===== src/rtl/legv8_multicycle_ctrl_if.sv =====
// Bundle between the LEGv8 multi-cycle control sequencer and its datapath / instruction source.
// Latency: none, wires only.
// Backpressure: instr_valid/instr_ready handshake; a transfer happens on valid & ready at a clk edge.
//
// Ports carried:
//   instr, instr_valid, instr_ready : instruction offer and handshake
//   Zero                            : ALU zero flag returned by the datapath
//   ALUOp, ALUSrc, Opcode_field     : ALU control
//   rd_addr_1, rd_addr_2, wr_addr   : register-file addresses
//   displacement                    : D-format immediate
//   RegWrite, MemRead, MemWrite     : one-hot datapath strobes
//   MemtoReg                        : writeback mux select
//   pc, done, illegal               : program counter and retire status
//
// master: the sequencer side.  slave: the datapath / instruction source side.
interface legv8_multicycle_ctrl_if #(
    parameter int PC_W = 64
);
    logic [31:0]     instr;
    logic            instr_valid;
    logic            instr_ready;
    logic            Zero;
    logic [1:0]      ALUOp;
    logic [10:0]     Opcode_field;
    logic [4:0]      rd_addr_1;
    logic [4:0]      rd_addr_2;
    logic [4:0]      wr_addr;
    logic [8:0]      displacement;
    logic            ALUSrc;
    logic            RegWrite;
    logic            MemRead;
    logic            MemWrite;
    logic            MemtoReg;
    logic [PC_W-1:0] pc;
    logic            done;
    logic            illegal;

    modport master (
        input  instr, instr_valid, Zero,
        output instr_ready, ALUOp, Opcode_field, rd_addr_1, rd_addr_2, wr_addr,
               displacement, ALUSrc, RegWrite, MemRead, MemWrite, MemtoReg,
               pc, done, illegal
    );

    modport slave (
        output instr, instr_valid, Zero,
        input  instr_ready, ALUOp, Opcode_field, rd_addr_1, rd_addr_2, wr_addr,
               displacement, ALUSrc, RegWrite, MemRead, MemWrite, MemtoReg,
               pc, done, illegal
    );
endinterface


===== src/rtl/legv8_multicycle_ctrl.sv =====
// Multi-cycle LEGv8 control sequencer: decodes one instruction and steps the datapath through EXEC/MEM/WB.
// Latency: handshake to done = R-type 4, LDUR 5, STUR 4, CBZ/CBNZ/B 3, illegal 2 cycles.
// Backpressure: instr_ready is high only in IDLE; instr/instr_valid are ignored while an instruction is in flight.
//
// Ports:
//   clk, reset : rising-edge clock, asynchronous active-high reset
//   bus        : legv8_multicycle_ctrl_if.master (instruction handshake, Zero in; datapath controls, pc, done, illegal out)
//
// Parameters:
//   PC_W     : program counter width (>= 28 so the B offset fits)
//   RESET_PC : pc value loaded by reset
//
// Build option:
//   LEGV8_CBNZ_EN : when defined, opcode instr[31:24] = 10110101 (CBNZ) is executed like CBZ with the
//                   branch condition inverted; when undefined that opcode retires as illegal.
//
// All datapath outputs are Moore outputs decoded from the state and the instruction register, so the
// operand fields and ALU controls cannot glitch while memory and writeback consume the ALU result.
module legv8_multicycle_ctrl #(
    parameter int              PC_W     = 64,
    parameter logic [PC_W-1:0] RESET_PC = '0
) (
    input  logic                     clk,
    input  logic                     reset,
    legv8_multicycle_ctrl_if.master  bus
);

    // ------------------------------------------------------------------
    // Opcode constants
    // ------------------------------------------------------------------
    localparam logic [10:0] OPC_ADD  = 11'b10001011000;
    localparam logic [10:0] OPC_SUB  = 11'b11001011000;
    localparam logic [10:0] OPC_AND  = 11'b10001010000;
    localparam logic [10:0] OPC_ORR  = 11'b10101010000;
    localparam logic [10:0] OPC_LDUR = 11'b11111000010;
    localparam logic [10:0] OPC_STUR = 11'b11111000000;
    localparam logic [7:0]  OPC_CBZ  = 8'b10110100;
`ifdef LEGV8_CBNZ_EN
    localparam logic [7:0]  OPC_CBNZ = 8'b10110101;
`endif
    localparam logic [5:0]  OPC_B    = 6'b000101;

    typedef enum logic [2:0] {
        S_IDLE   = 3'd0,
        S_DECODE = 3'd1,
        S_EXEC   = 3'd2,
        S_MEM    = 3'd3,
        S_WB     = 3'd4,
        S_DONE   = 3'd5
    } state_t;

    typedef enum logic [2:0] {
        C_RTYPE = 3'd0,
        C_LDUR  = 3'd1,
        C_STUR  = 3'd2,
        C_CBZ   = 3'd3,
        C_CBNZ  = 3'd4,
        C_B     = 3'd5,
        C_ILL   = 3'd6
    } iclass_t;

    // ------------------------------------------------------------------
    // State
    // ------------------------------------------------------------------
    state_t          state_q, state_d;
    logic [31:0]     ir_q,    ir_d;
    logic [PC_W-1:0] pc_q,    pc_d;
    logic            taken_q, taken_d;

    iclass_t         cls;
    logic            accept;
    logic [PC_W-1:0] cb_off;
    logic [PC_W-1:0] b_off;
    logic [PC_W-1:0] pc_step;

    // ------------------------------------------------------------------
    // Instruction class, decoded from the held IR
    // ------------------------------------------------------------------
    always_comb begin
        cls = C_ILL;
        if (ir_q[31:21] == OPC_ADD || ir_q[31:21] == OPC_SUB ||
            ir_q[31:21] == OPC_AND || ir_q[31:21] == OPC_ORR) begin
            cls = C_RTYPE;
        end else if (ir_q[31:21] == OPC_LDUR) begin
            cls = C_LDUR;
        end else if (ir_q[31:21] == OPC_STUR) begin
            cls = C_STUR;
        end else if (ir_q[31:24] == OPC_CBZ) begin
            cls = C_CBZ;
`ifdef LEGV8_CBNZ_EN
        end else if (ir_q[31:24] == OPC_CBNZ) begin
            cls = C_CBNZ;
`endif
        end else if (ir_q[31:26] == OPC_B) begin
            cls = C_B;
        end
    end

    // Word offsets, sign-extended to the pc width; the add below wraps silently.
    assign cb_off = {{(PC_W-21){ir_q[23]}}, ir_q[23:5], 2'b00};
    assign b_off  = {{(PC_W-28){ir_q[25]}}, ir_q[25:0], 2'b00};

    assign accept = bus.instr_valid && bus.instr_ready;

    // ------------------------------------------------------------------
    // FSM process 1: state register
    // ------------------------------------------------------------------
    always_ff @(posedge clk or posedge reset) begin
        if (reset) begin
            state_q <= S_IDLE;
        end else begin
            state_q <= state_d;
        end
    end

    // ------------------------------------------------------------------
    // FSM process 2: next state
    // ------------------------------------------------------------------
    always_comb begin
        state_d = state_q;
        case (state_q)
            S_IDLE: begin
                if (accept) begin
                    state_d = S_DECODE;
                end
            end
            S_DECODE: begin
                state_d = (cls == C_ILL) ? S_DONE : S_EXEC;
            end
            S_EXEC: begin
                case (cls)
                    C_RTYPE:       state_d = S_WB;
                    C_LDUR, C_STUR: state_d = S_MEM;
                    default:       state_d = S_DONE;
                endcase
            end
            S_MEM: begin
                state_d = (cls == C_LDUR) ? S_WB : S_DONE;
            end
            S_WB: begin
                state_d = S_DONE;
            end
            S_DONE: begin
                state_d = S_IDLE;
            end
            default: begin
                state_d = S_IDLE;
            end
        endcase
    end

    // ------------------------------------------------------------------
    // Instruction register, branch decision and program counter
    // ------------------------------------------------------------------
    always_comb begin
        ir_d = ir_q;
        if (state_q == S_IDLE && accept) begin
            ir_d = bus.instr;
        end
    end

    // The branch decision is captured in EXEC because that is the only cycle in
    // which the datapath's Zero flag reflects this instruction's operand.
    always_comb begin
        taken_d = taken_q;
        case (state_q)
            S_DECODE: taken_d = 1'b0;
            S_EXEC: begin
                case (cls)
                    C_CBZ:   taken_d = bus.Zero;
                    C_CBNZ:  taken_d = ~bus.Zero;
                    C_B:     taken_d = 1'b1;
                    default: taken_d = 1'b0;
                endcase
            end
            default: taken_d = taken_q;
        endcase
    end

    always_comb begin
        pc_step = {{(PC_W-3){1'b0}}, 3'd4};
        if (taken_q) begin
            pc_step = (cls == C_B) ? b_off : cb_off;
        end
    end

    always_comb begin
        pc_d = pc_q;
        if (state_q == S_DONE) begin
            pc_d = pc_q + pc_step;
        end
    end

    always_ff @(posedge clk or posedge reset) begin
        if (reset) begin
            ir_q    <= '0;
            pc_q    <= RESET_PC;
            taken_q <= 1'b0;
        end else begin
            ir_q    <= ir_d;
            pc_q    <= pc_d;
            taken_q <= taken_d;
        end
    end

    // ------------------------------------------------------------------
    // FSM process 3: outputs
    // ------------------------------------------------------------------
    always_comb begin
        // Operand fields come straight from the IR, so they are stable from
        // DECODE until the next instruction is accepted.
        bus.Opcode_field = ir_q[31:21];
        bus.rd_addr_1    = ir_q[9:5];
        bus.rd_addr_2    = (cls == C_RTYPE) ? ir_q[20:16] : ir_q[4:0];
        bus.wr_addr      = ir_q[4:0];
        bus.displacement = ir_q[20:12];

        bus.ALUOp  = 2'b00;
        bus.ALUSrc = 1'b0;
        case (cls)
            C_RTYPE:        bus.ALUOp = 2'b10;
            C_CBZ, C_CBNZ:  bus.ALUOp = 2'b01;
            C_LDUR, C_STUR: bus.ALUSrc = 1'b1;
            default:        bus.ALUOp = 2'b00;
        endcase

        // Strobes are tied to a single state each, which keeps them mutually
        // exclusive and drops them as soon as reset forces IDLE.
        bus.RegWrite = (state_q == S_WB);
        bus.MemRead  = (state_q == S_MEM) && (cls == C_LDUR);
        bus.MemWrite = (state_q == S_MEM) && (cls == C_STUR);
        bus.MemtoReg = (cls == C_LDUR);

        bus.done        = (state_q == S_DONE);
        bus.illegal     = (state_q == S_DONE) && (cls == C_ILL);
        bus.instr_ready = (state_q == S_IDLE) && !reset;
        bus.pc          = pc_q;
    end

endmodule


===== src/flat_wrapper.sv =====
// flat-port wrapper written by rule: the top's interface ports become plain ports
module legv8_multicycle_ctrl_flat 
#(
    parameter int              PC_W     = 64,
    parameter logic [PC_W-1:0] RESET_PC = '0
)
  (clk, reset, bus_instr, bus_instr_valid, bus_Zero, bus_instr_ready, bus_ALUOp, bus_Opcode_field, bus_rd_addr_1, bus_rd_addr_2, bus_wr_addr, bus_displacement, bus_ALUSrc, bus_RegWrite, bus_MemRead, bus_MemWrite, bus_MemtoReg, bus_pc, bus_done, bus_illegal);
  legv8_multicycle_ctrl_if #(.PC_W(PC_W)) bus_i ();
  input  logic clk;
  input  logic reset;
  input wire logic [$bits(bus_i.instr)-1:0] bus_instr;
  input wire logic [$bits(bus_i.instr_valid)-1:0] bus_instr_valid;
  input wire logic [$bits(bus_i.Zero)-1:0] bus_Zero;
  output wire logic [$bits(bus_i.instr_ready)-1:0] bus_instr_ready;
  output wire logic [$bits(bus_i.ALUOp)-1:0] bus_ALUOp;
  output wire logic [$bits(bus_i.Opcode_field)-1:0] bus_Opcode_field;
  output wire logic [$bits(bus_i.rd_addr_1)-1:0] bus_rd_addr_1;
  output wire logic [$bits(bus_i.rd_addr_2)-1:0] bus_rd_addr_2;
  output wire logic [$bits(bus_i.wr_addr)-1:0] bus_wr_addr;
  output wire logic [$bits(bus_i.displacement)-1:0] bus_displacement;
  output wire logic [$bits(bus_i.ALUSrc)-1:0] bus_ALUSrc;
  output wire logic [$bits(bus_i.RegWrite)-1:0] bus_RegWrite;
  output wire logic [$bits(bus_i.MemRead)-1:0] bus_MemRead;
  output wire logic [$bits(bus_i.MemWrite)-1:0] bus_MemWrite;
  output wire logic [$bits(bus_i.MemtoReg)-1:0] bus_MemtoReg;
  output wire logic [$bits(bus_i.pc)-1:0] bus_pc;
  output wire logic [$bits(bus_i.done)-1:0] bus_done;
  output wire logic [$bits(bus_i.illegal)-1:0] bus_illegal;
  assign bus_i.instr = bus_instr;
  assign bus_i.instr_valid = bus_instr_valid;
  assign bus_i.Zero = bus_Zero;
  assign bus_instr_ready = bus_i.instr_ready;
  assign bus_ALUOp = bus_i.ALUOp;
  assign bus_Opcode_field = bus_i.Opcode_field;
  assign bus_rd_addr_1 = bus_i.rd_addr_1;
  assign bus_rd_addr_2 = bus_i.rd_addr_2;
  assign bus_wr_addr = bus_i.wr_addr;
  assign bus_displacement = bus_i.displacement;
  assign bus_ALUSrc = bus_i.ALUSrc;
  assign bus_RegWrite = bus_i.RegWrite;
  assign bus_MemRead = bus_i.MemRead;
  assign bus_MemWrite = bus_i.MemWrite;
  assign bus_MemtoReg = bus_i.MemtoReg;
  assign bus_pc = bus_i.pc;
  assign bus_done = bus_i.done;
  assign bus_illegal = bus_i.illegal;
  legv8_multicycle_ctrl #(.PC_W(PC_W), .RESET_PC(RESET_PC)) u_core (.clk(clk), .reset(reset), .bus(bus_i));
endmodule

===== config.mk =====
export PLATFORM = sky130hd
export DESIGN_NAME = legv8_multicycle_ctrl_flat
export DESIGN_NICKNAME = d
export VERILOG_FILES = /design/src/rtl/legv8_multicycle_ctrl_if.sv /design/src/rtl/legv8_multicycle_ctrl.sv /design/src/flat_wrapper.sv
export SDC_FILE = /design/constraint.sdc
export NUM_CORES = 1
export LEC_CHECK = 0
export CORE_UTILIZATION = 45
export CTS_CLUSTER_SIZE = 10
export DETAILED_ROUTE_END_ITERATION = 8
export PLACE_DENSITY = 0.67
export SYNTH_ARGS = -nofsm -noshare
export SYNTH_HDL_FRONTEND = slang
export SYNTH_SLANG_ARGS = --single-unit
export TNS_END_PERCENT = 1

===== constraint.sdc =====
create_clock -name clk -period 12.1 [get_ports clk]
set_clock_uncertainty 0.15 [all_clocks]
set_input_delay 1.815 -clock clk [delete_from_list [all_inputs] [get_ports clk]]
set_output_delay 1.815 -clock clk [all_outputs]
set_load 0.01 [all_outputs]

# Yosys cells after proc, flatten, opt, wreduce, memory -nomap -nowiden
# Index checks and enable logic that the tools add are counted.
[word_totals]
mem_bits_rw = 0
mem_bits_ro = 0
memories = 0
latchBits = 0
out_inout_bits = 109
word_cells = 58
input_bits = 36
reg_bits = 100
[op_classes]
n_eq_ne = 20
n_mux = 17
bitwise = 1
shifts = 0
div = 0
magnitude_cmp = 0
n_addsub = 1
mul = 0
reduce_logical = 15
[ops]
columns = ["op", "count"]
rows = [
  ["two-way mux 64 bit", 2],
  ["equality test 11 bit (second input constant)", 6],
  ["adder 64 bit", 1],
  ["two-way mux 3 bit", 6],
  ["equality test 3 bit (second input constant)", 5],
  ["case mux 3 bit (5 select lines)", 1],
  ["equality test 3 x 2 -> 1 bit (second input constant)", 4],
  ["equality test 8 bit (second input constant)", 1],
  ["equality test 3 x 1 -> 1 bit (second input constant)", 2],
  ["equality test 6 x 3 -> 1 bit (second input constant)", 1],
  ["logical AND 1 bit", 6],
  ["logical NOT 3 bit", 2],
  ["case mux 3 bit (2 select lines)", 1],
  ["two-way mux 5 bit", 1],
  ["case mux 2 bit (2 select lines)", 1],
  ["OR reduction 2 bit", 2],
  ["logical OR 1 bit", 3],
  ["case mux 1 bit (3 select lines)", 1],
  ["two-way mux 1 bit", 2],
  ["two-way mux 2 bit", 1],
  ["!= test 2 x 1 -> 1 bit (second input constant)", 1],
  ["case mux 1 bit (2 select lines)", 1],
  ["nonzero test 2 bit", 1],
  ["logical NOT 1 bit", 1],
  ["inverter 1 bit", 1],
]

# Depth between registers and ports, before layout
[logic_depth]
word_depth = 10
ltp_mapped = 19
depth_no_buf = 18

# Least setup slack after synthesis
# No wires, ideal clock.
[synth_timing]
path_type = "register to register"
from = "register u_core.ir_q[30]"
to = "register u_core.pc_q[59] (netlist: u_core.bus.pc[59])"
n_path_buf = 0
setup_slack_ns = 7.026
setup_ns = 0.135
arrival_time_ns = 4.789
synth_period_minus_slack_ns = 5.074
required_ns = 11.815
stages_incl_launch_ff = 17
path_cell_list = "dfrtp_1 nor2_1 nand2_1 nor2_1 a21oi_1 nor2_1 ha_1 a21o_1 a211oi_1 nand3_1 a21boi_0 a311o_1 a21o_1 a21oi_1 a21oi_1 o21ai_0 o311ai_1"
[synth_between]
elab_chain_len = 10
elab_cells_between_ends = 20
cone_classes = "add/sub: 1; eq/ne: 9; mux: 7; reduce/logical: 3"
[synth_rtl]
columns = ["element", "line_no", "rtl"]
rows = [
  ["start, declared", "legv8_multicycle_ctrl.sv:66", "logic [31:0] ir_q, ir_d;"],
  ["start signal, assigned", "legv8_multicycle_ctrl.sv:200", "ir_q <= ir_d;"],
  ["equality test 6 x 3 -> 1 bit", "legv8_multicycle_ctrl.sv:94", "end else if (ir_q[31:26] == OPC_B) begin"],
  ["two-way mux 2 bit", "legv8_multicycle_ctrl.sv:94", ""],
  ["two-way mux 3 bit", "legv8_multicycle_ctrl.sv:88", "end else if (ir_q[31:24] == OPC_CBZ) begin"],
  ["two-way mux 3 bit", "legv8_multicycle_ctrl.sv:86", "end else if (ir_q[31:21] == OPC_STUR) begin"],
  ["two-way mux 3 bit", "legv8_multicycle_ctrl.sv:84", "end else if (ir_q[31:21] == OPC_LDUR) begin"],
  ["two-way mux 3 bit *", "legv8_multicycle_ctrl.sv:81", "if (ir_q[31:21] == OPC_ADD || ir_q[31:21] == OPC_SUB ||"],
  ["equality test 3 bit *", "legv8_multicycle_ctrl.sv:183", "pc_step = (cls == C_B) ? b_off : cb_off;"],
  ["two-way mux 64 bit *", "legv8_multicycle_ctrl.sv:183", ""],
  ["two-way mux 64 bit *", "legv8_multicycle_ctrl.sv:182", "if (taken_q) begin"],
  ["adder 64 bit *", "legv8_multicycle_ctrl.sv:190", "pc_d = pc_q + pc_step;"],
  ["end signal, assigned", "legv8_multicycle_ctrl.sv:201", "pc_q <= pc_d;"],
  ["end, declared", "legv8_multicycle_ctrl.sv:67", "logic [PC_W-1:0] pc_q, pc_d;"],
]
# Every way passes the cells marked *; elsewhere a longest branch is shown, timed or not.
# A chain may end at the register's enable or synchronous reset.

# Worst setup path in the final report
[layout_timing]
from = "input port reset"
to = "output port bus_instr_ready"
[layout_between]
elab_chain_len = 2
[layout_rtl]
columns = ["element", "line_no", "rtl"]
rows = [
  ["start, declared", "flat_wrapper.sv:10", "input logic reset;"],
  ["logical NOT 1 bit (no line)", "--", ""],
  ["logical AND 1 bit", "legv8_multicycle_ctrl.sv:236", "bus.instr_ready = (state_q == S_IDLE) && !reset;"],
  ["end, declared", "flat_wrapper.sv:14", "output wire logic [$bits(bus_i.instr_ready)-1:0] bus_instr_ready;"],
]
# No other way between the ends.

==> flow_summary_export.csv <==
group,metric,value,unit
status,outcome,"finished, final reports clean",
die,coreArea,17400,um2
critical_path,critPathArrivalTime,3180,ps
sta,period_needed,5150,ps
grt,grt_pass1_wl,35000,um
critical_path,cpMostUsedCell,"clkdlybuf4s50_1",
drt,num_vias,7311,
clock_network,numCtsBuffers,9,
drt,drcViolationCount,0,
cells_and_area,antenna_cells,0,
die,die_w,136,um
clock_network,clkSinkCount,98,
synth,synth_area_leader_cell,"dfrtp_1",
grt,grt_use_met2,38.4,%
clock_network,ctsHoldBuffers,0,
die,fp.dieH,136,um
drt,ant_nets,0,
critical_path,crit_fanout,2,
power,peakVddDrop,0.000106,V
sta,tightest_slew,743,ps
drt,drtIter0Drc,369,
clock_network,htreeDepth,3,
critical_path,endpoint_kind,"primary output",
sta,final_hold_viol_count,0,
sta,tns,0,ps
grt,antenna_found_initial,0,
critical_path,cp-start-kind,"primary input",
sta,rsz0062_at_grt,"no",
clock_network,cts_tree,"yes",
clock_network,clockRootBuffer,"clkbuf_16",
synth,syn_area,8040,um2
critical_path,cp.required,10140,ps
worst_hold_path,hp-class,"reg2reg",
die,rows,48,
synth,ys_warn_count,0,
placed_design,io_buffers,142,
synth,ys_top_cells_by_area,"dfrtp_1, ha_1, nand2_1",
clock_network,clk_path_buf_depth,2,
die,die_area,18400,um2
power,leakage,4.19,nW
sta,fmax,0.194,GHz
clock_network,cts_resized,0,
grt,gr-usage-met3,3.07,%
die,io-pin-count,145,
cells_and_area,nFillCells,1674,
synth,avgSynthCellArea,8.10,um2
clock_network,insertion_delay,360,ps
clock_network,postCtsSetupBuffers,0,
drt,drt_wl_total,21300,um
sta,slew_headroom,50.5,%
synth,synth-main-ff-cell,"dfrtp_1",
placed_design,gp_congestion,0.878,
synth,synth_edf_count,0,
grt,overflow,0,
cells_and_area,final_nets,1168,
placed_design,hpwl,15900,um
sta,slew_viol_final,0,
sta,setup_viol,0,
placed_design,dp_slack,6970,ps
grt,met1_usage,33.5,%
sta,layout_setup_ws,6950,ps
synth,ys_ff_latch,98,
synth,synthCells,993,
synth,yosysTopAreaCellShare,30.5,%
grt,grt_usage,24.0,%
critical_path,max_stage_delay,610,ps
drt,wl_per_cell,16.4,um
synth,synth_async_sr_flop_share,100,%
critical_path,cp_slowest_cell,"clkdlybuf4s50_1",
power,powerDensity,154,nW/um2
die,start_util,46.3,%
synth,synthDistinctLibCells,70,
sta,min_period_over_period,42.5,%
clock_network,path_clk_slew,70,ps
critical_path,critPathKind,"in2out",
grt,top_usage_layer,"met2",
critical_path,crit_chain,"clkdlybuf4s50_1 -> nor4_1 -> clkdlybuf4s50_1",
cells_and_area,areaGrowthSynthToFinish,20.4,%
grt,grt_max_degree,92,
cells_and_area,drive_gt1_share,7.26,%
synth,ys_seq_area_share,30.5,%
job,cap_violations,0,
grt,grt_pass1_vias,6934,
drt,avgViaCountPerCell,5.62,
drt,dr.pass1.iters,5,
==> final timing paths <==
kind / from / to / slack [ps] / cells past startpoint
min: u_core.bus.pc[61] / u_core.bus.pc[61] / 370 / 2
max: reset / bus_instr_ready / 6950 / 3
max reg2reg: u_core.ir_q[30] / u_core.bus.pc[55] / 7180 / 17
min reg2reg: u_core.bus.pc[61] / u_core.bus.pc[61] / 370 / 2
max in group asynchronous: reset / u_core.bus.pc[45] / 8900 / 3
min in group asynchronous: reset / u_core.ir_q[19] / 1770 / 2
==> placed cells by master (no fill, tap or decap), types with 6 or more instances in the layout <==
cell type and instances:
a21o_1 33, a21oi_1 116, and2_1 6, and3_1 7, clkbuf_16 9, clkdlybuf4s50_1 142, dfrtp_1 98, ha_1 61
inv_1 28, mux2_2 37, nand2_1 162, nand2b_1 10, nand3_1 25, nand4_1 18, nor2_1 46, nor2b_1 7
nor3_1 8, o21ai_0 89, o21bai_1 15, o31ai_1 8, xnor2_1 32, xor2_1 23
==> worst max-delay path: cells and delay by family <==
family        cells  cell delay (ps)
buf+inv           2             1080
simple gates      1              290
==> state kept, by name (all words and copies together) (netlist names) <==
register and flops:
u_core.bus.pc 62, u_core.ir_q 32, u_core.state_q 3, u_core.taken_q 1
==> report_power, final <==
part | internal [mW] | switching (mW)
Combinational | 0.323 | 0.311
Sequential | 0.420 | 0.123
Clock | 0.181 | 0.137
Total | 0.924 | 0.572
==> kinds of logic (layout without fill, tap and decap cells) <==
logic type / after synthesis / after routing / synth area share, %
AND/OR/NAND/NOR: 314 / 314 / 17.8
AO/OA/AOI/OAI: 312 / 312 / 23.7
buffers and inverters: 112 / 193 / 6.80
XOR/XNOR: 55 / 55 / 5.99
multiplexers: 39 / 39 / 5.43
other: 1 / 2 / 0.0466
flip-flops: 98 / 98 / 30.5
adder cells (fa/ha/maj): 62 / 62 / 9.74
==> final cells by class <==
cell class / count / area (um2) / share of cell area [%]
inverter: 30 / 115 / 1.19
clock inverter: 7 / 93.8 / 0.969
clock buffer: 9 / 225 / 2.33
timing repair buffer: 147 / 1460 / 15.1
multi-input combinational: 784 / 5050 / 52.2
sequential: 98 / 2450 / 25.3
tap: 225 / 282 / 2.91
==> synthesized netlist by cell type (all sizes together) (2+ instances only) <==
library cell	n
a21boi	3
a41o	2
nor4b	5
ha	61
nor3b	2
nand2b	10
or3	4
o21bai	15
nand4	19
or4b	2
o21a	5
o21ba	2
mux2	37
a22oi	2
inv	29
a211oi	5
o21ai	93
xnor2	32
and2	7
nand3	25
and3	7
nor2	47
o221ai	3
a31oi	6
buf	41
nor4	4
mux2i	2
nor2b	7
nor3	8
o211ai	4
o31ai	8
or4	2
nand2	163
clkbuf	41
a21oi	117
xor2	23
a21o	33
dfrtp	98
==> per-layer routing <==
layer | part of all wire (%) | routed length [um]
met4 | 1.4 | 302
met3 | 5.0 | 1060
met1 | 49 | 10400
met2 | 45 | 9590
met5 | 0 | 0
==> metrics by stage <==
step           utilization [%]  hold WS, ps  instances  power [mW]  area, um2
6_report                  55.8          366       1300        1.50       9680
5_1_grt                   55.8          399       1300        1.59       9680
4_1_cts                   55.8          372       1300        1.51       9680
3_5_place_dp              53.9          355       1284        1.19       9360
3_3_place_gp              53.9          340       1284        1.18       9360
2_1_floorplan                -          352        994       0.944       8040
Note: power is estimated with default switching activity, not from simulation.
